### src/rtl/bram_port_arbiter.sv
// Two-requester arbiter in front of one 36-bit port of a true-dual-port block RAM.
// Define BRAM_ARB_CLEAR_EN to sweep CLEAR_VALUE through the whole memory after reset.
module bram_port_arbiter #(
  parameter int          FIXED_PRIO  = 0,
  parameter logic [35:0] CLEAR_VALUE = 36'h0
) (
  input  logic        CLK,
  input  logic        RESET_N,
  input  logic        REQ0,
  input  logic        WE0,
  input  logic [3:0]  BE0,
  input  logic [9:0]  ADDR0,
  input  logic [35:0] WDATA0,
  input  logic        REQ1,
  input  logic        WE1,
  input  logic [3:0]  BE1,
  input  logic [9:0]  ADDR1,
  input  logic [35:0] WDATA1,
  output logic        GNT0,
  output logic        GNT1,
  output logic        RVALID0,
  output logic [35:0] RDATA0,
  output logic        RVALID1,
  output logic [35:0] RDATA1,
  output logic        RAM_WEN,
  output logic        RAM_REN,
  output logic [3:0]  RAM_BE,
  output logic [14:0] RAM_ADDR,
  output logic [31:0] RAM_WDATA,
  output logic [3:0]  RAM_WPARITY,
  input  logic [31:0] RAM_RDATA,
  input  logic [3:0]  RAM_RPARITY,
  output logic        BUSY
);

  logic        arbActive;
  logic        gnt0, gnt1;
  logic        last_q;
  logic        cmdValid_q, cmdWe_q, cmdTag_q;
  logic [3:0]  cmdBe_q;
  logic [9:0]  cmdAddr_q;
  logic [35:0] cmdWdata_q;
  logic        cmdWe_d;
  logic [3:0]  cmdBe_d;
  logic [9:0]  cmdAddr_d;
  logic [35:0] cmdWdata_d;
  logic        rvalid0_q, rvalid1_q;

`ifdef BRAM_ARB_CLEAR_EN
  typedef enum logic {CLEAR, ARB} state_e;
  state_e     state_q;
  logic [9:0] clearAddr_q;

  always_ff @(posedge CLK or negedge RESET_N) begin
    if (!RESET_N) begin
      state_q     <= CLEAR;
      clearAddr_q <= '0;
    end else if (state_q == CLEAR) begin
      clearAddr_q <= clearAddr_q + 10'd1;
      if (clearAddr_q == 10'h3FF) state_q <= ARB;
    end
  end

  // Gated by reset so nothing is written or reported busy while reset is held.
  assign BUSY      = RESET_N && (state_q == CLEAR);
  assign arbActive = RESET_N && (state_q == ARB);
`else
  assign BUSY      = 1'b0;
  assign arbActive = RESET_N;
`endif

  // On a tie the grant goes to whichever requester was not served last.
  always_comb begin
    gnt0 = 1'b0;
    gnt1 = 1'b0;
    if (arbActive) begin
      if (FIXED_PRIO != 0) gnt0 = REQ0;
      else                 gnt0 = REQ0 && (!REQ1 || last_q);
      gnt1 = REQ1 && !gnt0;
    end
  end

  assign GNT0 = gnt0;
  assign GNT1 = gnt1;

  assign cmdWe_d    = gnt1 ? WE1    : WE0;
  assign cmdBe_d    = gnt1 ? BE1    : BE0;
  assign cmdAddr_d  = gnt1 ? ADDR1  : ADDR0;
  assign cmdWdata_d = gnt1 ? WDATA1 : WDATA0;

  always_ff @(posedge CLK or negedge RESET_N) begin
    if (!RESET_N) begin
      last_q     <= 1'b1;
      cmdValid_q <= 1'b0;
      cmdWe_q    <= 1'b0;
      cmdTag_q   <= 1'b0;
      cmdBe_q    <= '0;
      cmdAddr_q  <= '0;
      cmdWdata_q <= '0;
      rvalid0_q  <= 1'b0;
      rvalid1_q  <= 1'b0;
    end else begin
      cmdValid_q <= gnt0 || gnt1;
      if (gnt0 || gnt1) begin
        last_q     <= gnt1;
        cmdTag_q   <= gnt1;
        cmdWe_q    <= cmdWe_d;
        cmdBe_q    <= cmdBe_d;
        cmdAddr_q  <= cmdAddr_d;
        cmdWdata_q <= cmdWdata_d;
      end
      rvalid0_q <= cmdValid_q && !cmdWe_q && !cmdTag_q;
      rvalid1_q <= cmdValid_q && !cmdWe_q &&  cmdTag_q;
    end
  end

  // The RAM port sees either the registered command or a clear-sweep write, never both.
  always_comb begin
    RAM_WEN     = 1'b0;
    RAM_REN     = 1'b0;
    RAM_BE      = '0;
    RAM_ADDR    = '0;
    RAM_WDATA   = '0;
    RAM_WPARITY = '0;
    if (cmdValid_q) begin
      RAM_WEN                  = cmdWe_q;
      RAM_REN                  = !cmdWe_q;
      RAM_BE                   = cmdBe_q;
      RAM_ADDR                 = {cmdAddr_q, 5'b0};
      {RAM_WPARITY, RAM_WDATA} = cmdWdata_q;
    end
`ifdef BRAM_ARB_CLEAR_EN
    if (BUSY) begin
      RAM_WEN                  = 1'b1;
      RAM_BE                   = 4'hF;
      RAM_ADDR                 = {clearAddr_q, 5'b0};
      {RAM_WPARITY, RAM_WDATA} = CLEAR_VALUE;
    end
`endif
  end

  assign RVALID0 = rvalid0_q;
  assign RVALID1 = rvalid1_q;
  assign RDATA0  = rvalid0_q ? {RAM_RPARITY, RAM_RDATA} : 36'h0;
  assign RDATA1  = rvalid1_q ? {RAM_RPARITY, RAM_RDATA} : 36'h0;

endmodule

### config.mk
export PLATFORM = sky130hd
export DESIGN_NAME = bram_port_arbiter
export DESIGN_NICKNAME = d
export VERILOG_FILES = /design/src/rtl/bram_port_arbiter.sv
export SDC_FILE = /design/constraint.sdc
export NUM_CORES = 1
export LEC_CHECK = 0
export BUFFER_PORTS_ARGS = -buffer_cell sky130_fd_sc_hd__buf_2
export CAP_MARGIN = 20
export CORE_AREA = 2 2 108 110
export DETAILED_ROUTE_END_ITERATION = 8
export DIE_AREA = 0 0 110 112
export GPL_ROUTABILITY_DRIVEN = 0
export GPL_TIMING_DRIVEN = 0
export PLACE_DENSITY = 0.69
export SETUP_SLACK_MARGIN = 0.5
export SYNTH_ARGS = -nofsm -noshare
export SYNTH_HDL_FRONTEND = slang
export SYNTH_SLANG_ARGS = --single-unit
### constraint.sdc
create_clock -name CLK -period 1.63 [get_ports CLK]
set_clock_uncertainty 0.15 [all_clocks]
set_input_delay 0.326 -clock CLK [delete_from_list [all_inputs] [get_ports CLK]]
set_output_delay 0.326 -clock CLK [all_outputs]
set_load 0.05 [all_outputs]
## Word-level counts from Yosys, hierarchy flattened

Index checks and enable logic that the tools add are counted.

| word-level totals | value |
|---|---|
| output and inout bits | 134 |
| register bits after elaboration | 56 |
| bits of input ports | 142 |

| cells by class | value |
|---|---|
| reductions and logical operators | 11 |
| muxes and demuxes | 15 |

Operators by type and width:

| kind | count |
|---|---|
| 36-bit 2-to-1 mux | 3 |
| 32-bit 2-to-1 mux | 1 |
| 15-bit 2-to-1 mux | 1 |
| 4-bit 2-to-1 mux | 3 |
| 10-bit 2-to-1 mux | 1 |
| 1-bit 2-to-1 mux | 6 |
| 1-bit logical AND | 5 |
| 1-bit logical NOT | 4 |
| 1-bit logical OR | 2 |

## Longest topological paths before layout

| logic depth | value |
|---|---|
| depth in word-level cells | 8 |
| mapped depth | 6 |

## Least setup slack after synthesis

No wires, ideal clock.

| timing | value |
|---|---|
| path kind | in2out |
| from | in RESET_N |
| to | out GNT0 |
| stages on the path | 4 |
| arrival | 1605 ps |
| data required time | 1154 ps |
| setup slack | -451 ps |
| path buffers | 2 |
| path through | buf_2 > buf_1 > nand2_1 > a21oi_1 |

| on the way | value |
|---|---|
| word-level cells in the longest chain between the ends | 1 |

RTL lines:

| what | RTL line | RTL |
|---|---|---|
| from (decl) | 8 | `input logic RESET_N,` |
| 1-bit 2-to-1 mux | 76 | `if (arbActive) begin` |
| to (decl) | 19 | `output logic GNT0,` |

Every way passes these cells.

## Worst setup path in the final report

| timing | value |
|---|---|
| from | reg cmdValid_q |
| to | out RAM_WDATA[10] |

| on the way | value |
|---|---|
| word-level cells in the longest chain between the ends | 1 |

RTL lines:

| what | RTL line | RTL |
|---|---|---|
| from (decl) | 39 | `logic cmdValid_q, cmdWe_q, cmdTag_q;` |
| from (signal assigned) | 103 | `cmdValid_q <= gnt0 \|\| gnt1;` |
| 32-bit 2-to-1 mux | 125 | `if (cmdValid_q) begin` |
| to (decl) | 29 | `output logic [31:0] RAM_WDATA,` |

Every way passes these cells.

==> out/metrics.yaml <==
run_status:
  status: "complete, but fails checks"
  violations: "negative setup slack"
setup_path:
  critPathBufInv: 3
  critPathMaxFanout: 6
  cp.required_ps: 1150
  crit_type: "reg -> out"
  slowest_stage: "dfrtp_2"
  cp_cell_sequence: "buf_12 -> clkbuf_16 -> and2_4 -> buf_6"
  end_kind: "output pin"
  worst_ep_arrival_time_ps: 1360
  crit_family: "flip-flops"
  cp-start-kind: "flop"
  critPathMaxStageDelay_ps: 450
global_route:
  antenna_found_initial: 0
  grt_pass1_vias: 5027
  grt_max_degree: 19
  grt_pass1_wl_microns: 27600
  grtUsageMet1: 0.352
  grt_usage: 0.289
  gr-max-usage-layer: "met2"
  gr-total-overflow: 0
  grt_use_met2: 0.477
  use_met3: 0.0814
clocking:
  cts_tree: "done"
  cts_root_buffer: "clkbuf_16"
  clk_pin_slew_ps: 80
  cts_sinks: 56
  htreeDepth: 2
  clkLatencyLatePin_ps: 300
  numCtsBuffers: 5
  clock_path_buffers: 2
sta:
  slew_viol_final: 0
  rsz0062_at_grt: "yes"
  tightest_slew_ps: 709
  fin_ws_ps: -207
  setup_viol: 166
  hold_viol: 0
  fin_crit_sh: 1.13
  relSlewSlack: 0.527
  min_period_ps: 1840
  timing.fmax_ghz: 0.544
min_path:
  hold_path_class: "in -> async"
layout:
  nets: 921
  final_common_cell: "buf_2"
  fin_util: 0.725
  syn_to_final_growth_pct: 113
  n_antenna_cell: 0
  final_cell_mix: "buf_2 (145), and2_4 (126), buf_8 (98)"
  drive_gt1_frac: 0.681
synthesis:
  netlist_area_sq_um: 3810
  netlist_instances: 460
  seq_area_frac_synth: 0.368
  ys_types: 22
  ys_warn_count: 0
  avgSynthCellArea_sq_um: 8.28
  synth-seq-cells: 56
pwr:
  p_comb_frac: 0.469
  p_seq_frac: 0.275
  power_switching_mw: 2.23
  p_int_mw: 3.93
  ir_drop_uv: 493
  switching_share: 0.362
  p_per_area_nw_per_um2: 761
  clkPwrFrac: 0.257
  cellLeakagePower_nw: 3.72
floorplanning:
  initial_utilization: 0.341
  row_count: 39
  core_area_sq_um: 11200
  die_x_microns: 110
  pin_count: 276
  dieHeight_microns: 112
  die_area_sq_um: 12300
drt:
  drc: 0
  num_vias: 5036
  drt-total-wl_microns: 18500
  dr.pass1.iters: 4
  drt_iter0_drc: 317
  viasPerCell: 5.46
  final_antenna_net_count: 0
  wl_per_cell_microns: 20.0
placement:
  io_buffer_count: 268
  pre_cts_ws_ps: -877
  dp_hpwl_microns: 11700
job:
  max-cap-violations: 0
==> worst reg2reg max path: stages (launching register included) <==
cell and delay (ps):
dfstp_2 560, and2_4 140, buf_6 90, buf_4 100
buf_6 100, buf_12 150, buf_8 150, o21ai_4 50
a31oi_1 200
==> Yosys cell counts <==
cell type    n  area share
a21oi_1      1      0.0013
a31oi_1     51       0.084
and2_1     126        0.21
buf_1        2      0.0020
buf_2       13       0.017
buf_4        6       0.012
buf_6        8       0.024
clkbuf_1    33       0.033
conb_1       1     0.00098
dfrtp_1     55        0.36
dfstp_2      1      0.0069
inv_1        1     0.00098
inv_2        2      0.0020
nand2_1      1     0.00098
nand2_2      1      0.0016
nor2_1      52       0.051
nor2b_1      1      0.0016
o2111ai_1   51        0.12
o21a_1       1      0.0020
o21ai_0     44       0.058
o21ai_1      7      0.0092
o22ai_2      2      0.0066
==> cell type report <==
type | instances | area (sq um)
fill | 835 | 3070
clock inverter | 3 | 90.1
timing repair buffer | 307 | 3120
inverter | 3 | 13.8
clock buffer | 5 | 125
buffer | 62 | 601
sequential | 56 | 1410
multi-input combinational | 344 | 2570
tap | 143 | 179
==> repair_timing <==
item,in CTS,in global routing
setup endpoints to repair,182,205
pin swaps,46,54
buffers inserted,12,5
gates cloned,13,5
gates resized for setup,359,152
hold endpoints to repair,38,10
hold buffers,3,1
==> cell families (layout without fill, tap and decap cells) <==
logic type / after synthesis / count (layout) / share of synthesized area
AOI/OAI and AO/OA: 157 / 157 / 0.278
other: 1 / 6 / 0.000985
buffers and inverters: 65 / 380 / 0.0900
DFF: 56 / 56 / 0.368
and+or+nand+nor: 181 / 181 / 0.263
==> flip-flops by register name, summed over array words and instances, names as in the netlist <==
name and cells:
RVALID0 1, RVALID1 1, cmdAddr_q 10, cmdBe_q 4, cmdTag_q 1, cmdValid_q 1, cmdWdata_q 36, cmdWe_q 1
last_q 1
==> path summary, 6_finish.rpt <==
path	start	to	slack, ps	depth (start not counted)
max reg2reg	last_q	cmdWdata_q[30]	-130	8
min reg2reg	cmdTag_q	RVALID1	360	1
min in group CLK	WDATA0[4]	cmdWdata_q[4]	120	3
max	cmdValid_q	RAM_WDATA[10]	-210	4
min	RESET_N	cmdWdata_q[9]	10	2
max in group asynchronous	RESET_N	cmdAddr_q[1]	510	3
==> metal layers <==
layer	wire length [microns]	vias to the layer above
met5	0	-
met4	705	0
met3	1550	48
met2	9460	258
met1	6780	2450
li1	-	2280
==> metrics by stage <==
stage          hold slack (ps)  TNS (ps)  instances  cell area, sq um  total power, mW
5_1_grt                   58.4    -27160        923              8100             6.38
4_1_cts                   35.8    -16280        913              7560             5.91
3_5_place_dp               180    -38010        877              5820             3.81
2_1_floorplan             -120         0        465              4280             3.22
6_report                  14.0    -21020        923              8100             6.16
3_3_place_gp               312    -60250        876              5800             3.77
==> power groups by stage <==
stage	Sequential, mW	Clock, mW	Combinational [mW]
floorplan	1.70	0	1.52
global placement	1.72	0	2.06
detailed placement	1.73	0	2.08
CTS	1.70	1.57	2.63
global route	1.72	1.63	3.03
finish	1.69	1.58	2.89
Note: power is estimated with default switching activity, not from simulation.
